==> src/rtl/i2c_target_regs.sv <==
// I2C target exposing a byte-wide register file: pointer write, then data writes or reads.
// Pads are synchronised (2 clk), no clock stretching; local side reads combinationally and sees a wr_valid pulse per write.
module i2c_target_regs #(
  parameter logic [6:0] TARGET_ADDR = 7'h55,
  parameter int         REG_COUNT   = 8,
  localparam int        PW          = $clog2(REG_COUNT)
) (
  input  logic          clk,
  input  logic          reset,
  input  logic          scl_in,
  input  logic          sda_in,
  output logic          sda_oe,
  input  logic [PW-1:0] rd_addr,
  output logic [7:0]    rd_data,
  output logic          wr_valid,
  output logic [PW-1:0] wr_addr,
  output logic [7:0]    wr_data,
  output logic          busy
);

  typedef enum logic [3:0] {
    IDLE, ADDR, ADDR_ACK, PTR, PTR_ACK, WDATA, WDATA_ACK, RDATA, RACK, WAIT_STOP
  } state_t;

  state_t        state, state_n;
  logic [3:0]    cnt, cnt_n;
  logic [7:0]    shreg, shreg_n;
  logic [PW-1:0] ptr, ptr_n;
  logic          rw, rw_n;
  logic          sda_oe_n, busy_n, wr_en;
  logic [7:0]    regs [REG_COUNT];

  logic scl_s1, scl_s, scl_h, sda_s1, sda_s, sda_h;
  logic scl_rise, scl_fall, start, stop, rx_state;

  // Sync flops reset to the idle (released) bus level so reset exit sees no edges.
  always_ff @(posedge clk or negedge reset) begin
    if (!reset) begin
      {scl_s1, scl_s, scl_h} <= 3'b111;
      {sda_s1, sda_s, sda_h} <= 3'b111;
    end else begin
      {scl_s1, scl_s, scl_h} <= {scl_in, scl_s1, scl_s};
      {sda_s1, sda_s, sda_h} <= {sda_in, sda_s1, sda_s};
    end
  end

  assign scl_rise = scl_s & ~scl_h;
  assign scl_fall = ~scl_s & scl_h;
  assign start    = scl_s & scl_h & sda_h & ~sda_s;
  assign stop     = scl_s & scl_h & ~sda_h & sda_s;
  assign rx_state = (state == ADDR) || (state == PTR) || (state == WDATA);

  always_ff @(posedge clk or negedge reset) begin
    if (!reset) begin
      state  <= IDLE;
      cnt    <= '0;
      shreg  <= '0;
      ptr    <= '0;
      rw     <= 1'b0;
      sda_oe <= 1'b0;
      busy   <= 1'b0;
    end else begin
      state  <= state_n;
      cnt    <= cnt_n;
      shreg  <= shreg_n;
      ptr    <= ptr_n;
      rw     <= rw_n;
      sda_oe <= sda_oe_n;
      busy   <= busy_n;
    end
  end

  always_comb begin
    state_n  = state;
    cnt_n    = cnt;
    shreg_n  = shreg;
    ptr_n    = ptr;
    rw_n     = rw;
    sda_oe_n = sda_oe;
    busy_n   = busy;
    wr_en    = 1'b0;
    if (stop) begin
      state_n  = IDLE;
      sda_oe_n = 1'b0;
      busy_n   = 1'b0;
    end else if (start) begin
      state_n  = ADDR;
      cnt_n    = '0;
      sda_oe_n = 1'b0;
    end else begin
      if (scl_rise && rx_state) begin
        shreg_n = {shreg[6:0], sda_s};
        cnt_n   = cnt + 4'd1;
      end
      case (state)
        IDLE, WAIT_STOP: sda_oe_n = 1'b0;
        ADDR: if (scl_fall && cnt == 4'd8) begin
          cnt_n = '0;
          if (shreg[7:1] == TARGET_ADDR) begin
            sda_oe_n = 1'b1;
            busy_n   = 1'b1;
            rw_n     = shreg[0];
            state_n  = ADDR_ACK;
          end else begin
            sda_oe_n = 1'b0;
            busy_n   = 1'b0;
            state_n  = WAIT_STOP;
          end
        end
        ADDR_ACK: if (scl_fall) begin
          if (rw) begin
            shreg_n  = regs[ptr];
            sda_oe_n = ~regs[ptr][7];
            cnt_n    = 4'd1;
            state_n  = RDATA;
          end else begin
            sda_oe_n = 1'b0;
            state_n  = PTR;
          end
        end
        PTR: if (scl_fall && cnt == 4'd8) begin
          ptr_n    = shreg[PW-1:0];
          cnt_n    = '0;
          sda_oe_n = 1'b1;
          state_n  = PTR_ACK;
        end
        PTR_ACK, WDATA_ACK: if (scl_fall) begin
          sda_oe_n = 1'b0;
          state_n  = WDATA;
        end
        WDATA: if (scl_fall && cnt == 4'd8) begin
          wr_en    = 1'b1;
          ptr_n    = ptr + 1'b1;
          cnt_n    = '0;
          sda_oe_n = 1'b1;
          state_n  = WDATA_ACK;
        end
        // cnt counts bits already placed on the bus; the MSB goes out on entry.
        RDATA: if (scl_fall) begin
          if (cnt == 4'd8) begin
            sda_oe_n = 1'b0;
            ptr_n    = ptr + 1'b1;
            cnt_n    = '0;
            state_n  = RACK;
          end else begin
            sda_oe_n = ~shreg[6];
            shreg_n  = {shreg[6:0], 1'b0};
            cnt_n    = cnt + 4'd1;
          end
        end
        // A NACK leaves on the rising edge, so any falling edge here follows an ACK.
        RACK: begin
          if (scl_rise && sda_s) begin
            state_n = WAIT_STOP;
          end else if (scl_fall) begin
            shreg_n  = regs[ptr];
            sda_oe_n = ~regs[ptr][7];
            cnt_n    = 4'd1;
            state_n  = RDATA;
          end
        end
        default: state_n = IDLE;
      endcase
    end
  end

  always_ff @(posedge clk or negedge reset) begin
    if (!reset) begin
      for (int i = 0; i < REG_COUNT; i++) regs[i] <= '0;
      wr_valid <= 1'b0;
      wr_addr  <= '0;
      wr_data  <= '0;
    end else begin
      wr_valid <= wr_en;
      if (wr_en) begin
        regs[ptr] <= shreg;
        wr_addr   <= ptr;
        wr_data   <= shreg;
      end
    end
  end

  assign rd_data = regs[rd_addr];

endmodule

==> config.mk <==
export PLATFORM = sky130hd
export DESIGN_NAME = i2c_target_regs
export DESIGN_NICKNAME = d
export VERILOG_FILES = /design/src/rtl/i2c_target_regs.sv
export SDC_FILE = /design/constraint.sdc
export NUM_CORES = 1
export LEC_CHECK = 0
export ABC_AREA = 1
export CAP_MARGIN = 20
export CORE_UTILIZATION = 30
export DETAILED_ROUTE_END_ITERATION = 12
export GPL_TIMING_DRIVEN = 0
export PLACE_DENSITY_LB_ADDON = 0.2
export SLEW_MARGIN = 40
export SYNTH_ARGS = -nofsm -noshare
export SYNTH_HDL_FRONTEND = slang
export SYNTH_SLANG_ARGS = --single-unit
==> constraint.sdc <==
create_clock -name clk -period 2.2 [get_ports clk]
set_clock_uncertainty 0.05 [all_clocks]
set_input_delay 0.44 -clock clk [delete_from_list [all_inputs] [get_ports clk]]
set_output_delay 0.44 -clock clk [all_outputs]
set_load 0.01 [all_outputs]
* Yosys cells after proc, flatten, opt, wreduce, memory -nomap -nowiden
Index checks and enable logic that the tools add are counted.
** Operators by class
- Add/sub/neg operators :: 2
- Bitwise operators :: 17
- $lt $le $gt $ge :: 3
- Equality and inequality tests :: 28
- Reduce and logical (&&, ||, !) cells :: 21
- Muxes and demuxes :: 66
** Operator list (number)
- 8-bit 2-to-1 mux :: 12
- 4-bit 2-to-1 mux :: 21
- 64-bit bitwise mux :: 1
- 8-bit binary-select mux with 3-bit select :: 2
- 4-bit one-hot mux with 8 select lines :: 1
- 8-bit demux with 3-bit select :: 1
- 4-bit != test, second input constant :: 6
- 8-bit one-hot mux with 3 select lines :: 1
- 1-bit 2-to-1 mux :: 19
- 4-bit by 3-bit == test with 1-bit output, second input constant :: 4
- 4-bit one-hot mux with 4 select lines :: 1
- 3-bit 2-to-1 mux :: 5
- 4-bit == test, second input constant :: 3
- 4-bit by 3-bit != test with 1-bit output, second input constant :: 3
- 3-bit one-hot mux with 3 select lines :: 1
- 9-bit AND reduction :: 1
- 9-bit nonzero test :: 1
- 4-bit by 2-bit == test with 1-bit output, second input constant :: 2
- 4-bit >= comparator, second input constant :: 2
- 1-bit inverter :: 8
- 3-bit inverter with 4-bit output :: 2
- 8-bit AND reduction :: 1
- 1-bit AND :: 7
- 7-bit == test, second input constant :: 1
- other kinds (21) :: 31
** Storage, ports and cells
- Bits of input ports :: 7
- Word-level logic and storage cells :: 161
- Output and inout bits :: 22
- Register bits :: 104

* Longest topological paths before layout
- Depth after elaboration :: 10
- Mapped depth :: 12
- Gate-level depth less buffers :: 12

* Worst setup path before layout
No wires, ideal clock.
- Path type :: input -> output
- Start :: input rd_addr[0]
- End :: output rd_data[0]
- Stages on the path :: 6
- Slack :: 0.148 ns
- Required time :: 1.710 ns
- Buffers on the path :: 3
- Arrival time :: 1.562 ns
- Path through :: clkbuf_1 -> inv_1 -> clkbuf_1 -> clkbuf_1 -> o21ai_0 -> a31oi_1
** On the way
- Word-level cells in the longest chain between the ends :: 4
** Ends and longest elaborated chain
- from (decl) :: RTL line 13 : input logic [PW-1:0] rd_addr,
- 3-bit inverter with 4-bit output (implied by the code) :: RTL line 183 : assign rd_data = regs[rd_addr];
- 8-bit binary-select mux with 3-bit select :: RTL line 183
- 8-bit 2-to-1 mux (implied by the code) (2 in a row) :: RTL line 183
- to (decl) :: RTL line 14 : output logic [7:0] rd_data,
Every way passes these cells. The select of a mux whose other input is x is not followed.

* Final worst setup path
- Start :: input rd_addr[2]
- End :: output rd_data[0]
Same word-level chain as after synthesis.

==> impl_metrics.ini <==
[outcome]
outcome = completed

[synth]
synth-xor-area-share_pct = 0.299
yosys_warnings = 0
avgSynthCellArea_um2 = 7.34
ys_types = 37
ys.flop_type = dfrtp_1
ys_seq_area_share_pct = 44.5
synth_compound_area_share_pct = 16.8
synth_fa_ha_area_share_pct = 0.640
synth_top_family_by_area = simple AND/OR/NAND/NOR gates
synth_cells = 799
synthSimpleGateAreaFrac_pct = 30.4
synth_area_um2 = 5870
synth_edf_count = 0
synth_nets = 809
async_flop_share_pct = 100
ys_seq_elements = 104
synthMuxAreaShare_pct = 0

[clock_network]
cts_buffers = 9
clkTransAtPathRegs_ns = 0.07
cts_max_path_buffers = 2
cts_tree = built
h-tree-depth = 3
clock-sinks = 104
clock_latency_ns = 0.36
clock-root-buffer = clkbuf_16

[routing]
vias_per_cell = 4.88
firstDrtPassIters = 5
ant_nets = 0
route.detailed.drc = 0
wl_per_cell_um = 16.4
dr_total_vias = 5402
first_iter_violations = 502
wirelength_um = 18200

[floorplanning]
die-area_um2 = 20100
die_height_um = 142
placementRows = 50
initial_utilization_pct = 31.0
io_pins = 29
core_region_area_um2 = 19000
dieWidth_um = 142

[worst_hold_path]
hold_path.class = register to register

[setup_path]
end_kind = output pin
crit_type = primary input to output pin
worstPathArrival_ns = 1.67
cp-start-kind = primary input
cp_max_fo = 10
worst_ep_required_time_ns = 1.71

[grt]
overflow = 0
grt_max_degree = 67
antenna_found_initial = 0
grt.total_usage_pct = 19.2
grt_pass1_wl_um = 29400
grt_pass1_vias = 5136

[place]
io_buffers = 27
dp_hpwl_um = 13400
place.gp.congestion = 0.883

[timing]
fmaxAchievable_mhz = 462
holdWs_ns = 0.306
hold_viol = 0
min_period_ns = 2.16
worstMarginPinSlew_ns = 0.682
drv_slew = 0
fin_crit_sh_pct = 98.4
grt_setup_unrepaired = true
relSlewSlack_pct = 54.5
setup-violations-final = 0

[pwr]
peakVddDrop_v = 0.000392
power_mw = 6.08
powerDensity_nw_per_um2 = 880
p_leak_nw = 3.28

[final_layout]
drive_gt1_share_pct = 11.0
nets = 851
fillers = 2048
diodes = 0
synthToLayoutAreaGrowth_pct = 17.8

[job]
drv_cap = 0
[cell type report]
cell class                 count  area, um2  share of cell area, %
tap                          260        325                   4.71
sequential                   104       2610                   37.8
clock buffer                  11        243                   3.51
timing repair buffer          31        317                   4.58
inverter                      59        226                   3.28
buffer                        37        285                   4.13
clock inverter                 5       46.3                  0.670
multi-input combinational    599       2860                   41.3
[cells by family after synthesis]
family / Yosys count
adders and majority gates: 3
AOI/OAI and AO/OA: 188
buffers and inverters: 96
and+or+nand+nor: 406
xor gates and xnor gates: 2
DFF: 104
[power breakdown]
group / switching (mW) / internal (mW)
sequential: 0.152 / 2.06
combinational: 1.62 / 0.630
clock: 0.793 / 0.821
[metal layers]
layer / up-vias / part of all wire, % / track usage (%)
li1: 2711 / - / -
met1: 2571 / 51 / 27.9
met2: 106 / 44 / 29.1
met3: 14 / 3.5 / 2.33
met4: 0 / 1.3 / 7.07
met5: - / 0 / 0
[path summary, 6_finish.rpt]
| path | start | end | slack [ns] | depth (start not counted) |
|---|---|---|---|---|
| worst max-delay path | rd_addr[2] | rd_data[0] | 0.04 | 6 |
| worst min-delay path | sda_s1$_DFF_PN1_ | sda_s$_DFF_PN1_ | 0.31 | 0 |
| worst max register to register | cnt[0]$_DFFE_PN0N_ | regs[46]$_DFFE_PN0P_ | 0.09 | 12 |
| worst min register to register | sda_s1$_DFF_PN1_ | sda_s$_DFF_PN1_ | 0.31 | 0 |
| max in group asynchronous | reset | scl_h$_DFF_PN1_ | 0.93 | 3 |
| min in group asynchronous | reset | regs[62]$_DFFE_PN0P_ | 0.50 | 2 |
[critical path: stages]
cell and delay [ns]:
dlygate4sd2_1 0.32, inv_1 0.09, buf_2 0.23, nor2_1 0.07
a31oi_1 0.21, dlygate4sd2_1 0.30
[sequential cells by signal (all words and copies together), names as in the netlist]
register,cells
rw,1
wr_addr,3
ptr,3
scl_h,1
regs,64
busy,1
state,4
sda_h,1
cnt,4
scl_s,1
scl_s1,1
sda_s,1
sda_s1,1
shreg,8
sda_oe,1
wr_valid,1
wr_data,8
[stage by stage]
| step | setup TNS [ns] | instances | utilization [%] | worst slack, ns | cell area (um2) |
|---|---|---|---|---|---|
| 3_3_place_gp | -369.12 | 1086 | 34.1 | -3.56 | 6460 |
| 5_1_grt | -0.00592 | 1106 | 36.4 | -0.00592 | 6910 |
| 6_report | 0 | 1106 | 36.4 | 0.0351 | 6910 |
| 4_1_cts | 0 | 1104 | 36.2 | 0.0000721 | 6860 |
| 3_5_place_dp | -7.79 | 1087 | 34.3 | -1.10 | 6490 |
| 2_1_floorplan | 0 | 799 | - | 0.148 | 5870 |
[Yosys cell counts, types with 6 or more instances]
library cell    n  area, um2
o21ai_1        72        360
nand3_1        59        295
buf_6           8       90.1
o22ai_1         8       50.1
inv_1          49        184
inv_2           8       30.0
nand2_1       247        927
o21ai_0        57        285
nor2_1         63        236
o211ai_1        7       52.6
a21oi_1        36        180
nor2_2          6       37.5
dfstp_2         6        158
nand2_4         9        101
clkbuf_1       23       86.3
dfrtp_1        98       2450
[what timing repair did]
item	CTS	global route
hold buffers	1	0
endpoints found under the setup margin	18	63
pin swaps	1	2
setup buffers	0	2
resized for setup	44	12
endpoints found under the hold margin	38	0
[placed cells by master, fill, tap and decap left out, drive strengths merged]
master,n
clkdlybuf4s50,16
nor2,74
nand4,4
ha,3
clkinv,3
nand3,60
nor3,5
or2,2
a32oi,1
o21ai,129
clkdlybuf4s15,2
dfstp,6
nand2,259
buf,19
and3,1
o22ai,8
a31oi,5
clkbuf,34
o211ai,7
dfrtp,98
a22oi,1
inv,61
nand3b,1
xnor2,2
dlygate4sd3,1
a21oi,37
dlygate4sd2,7
Power figures use the tool's default switching activity.
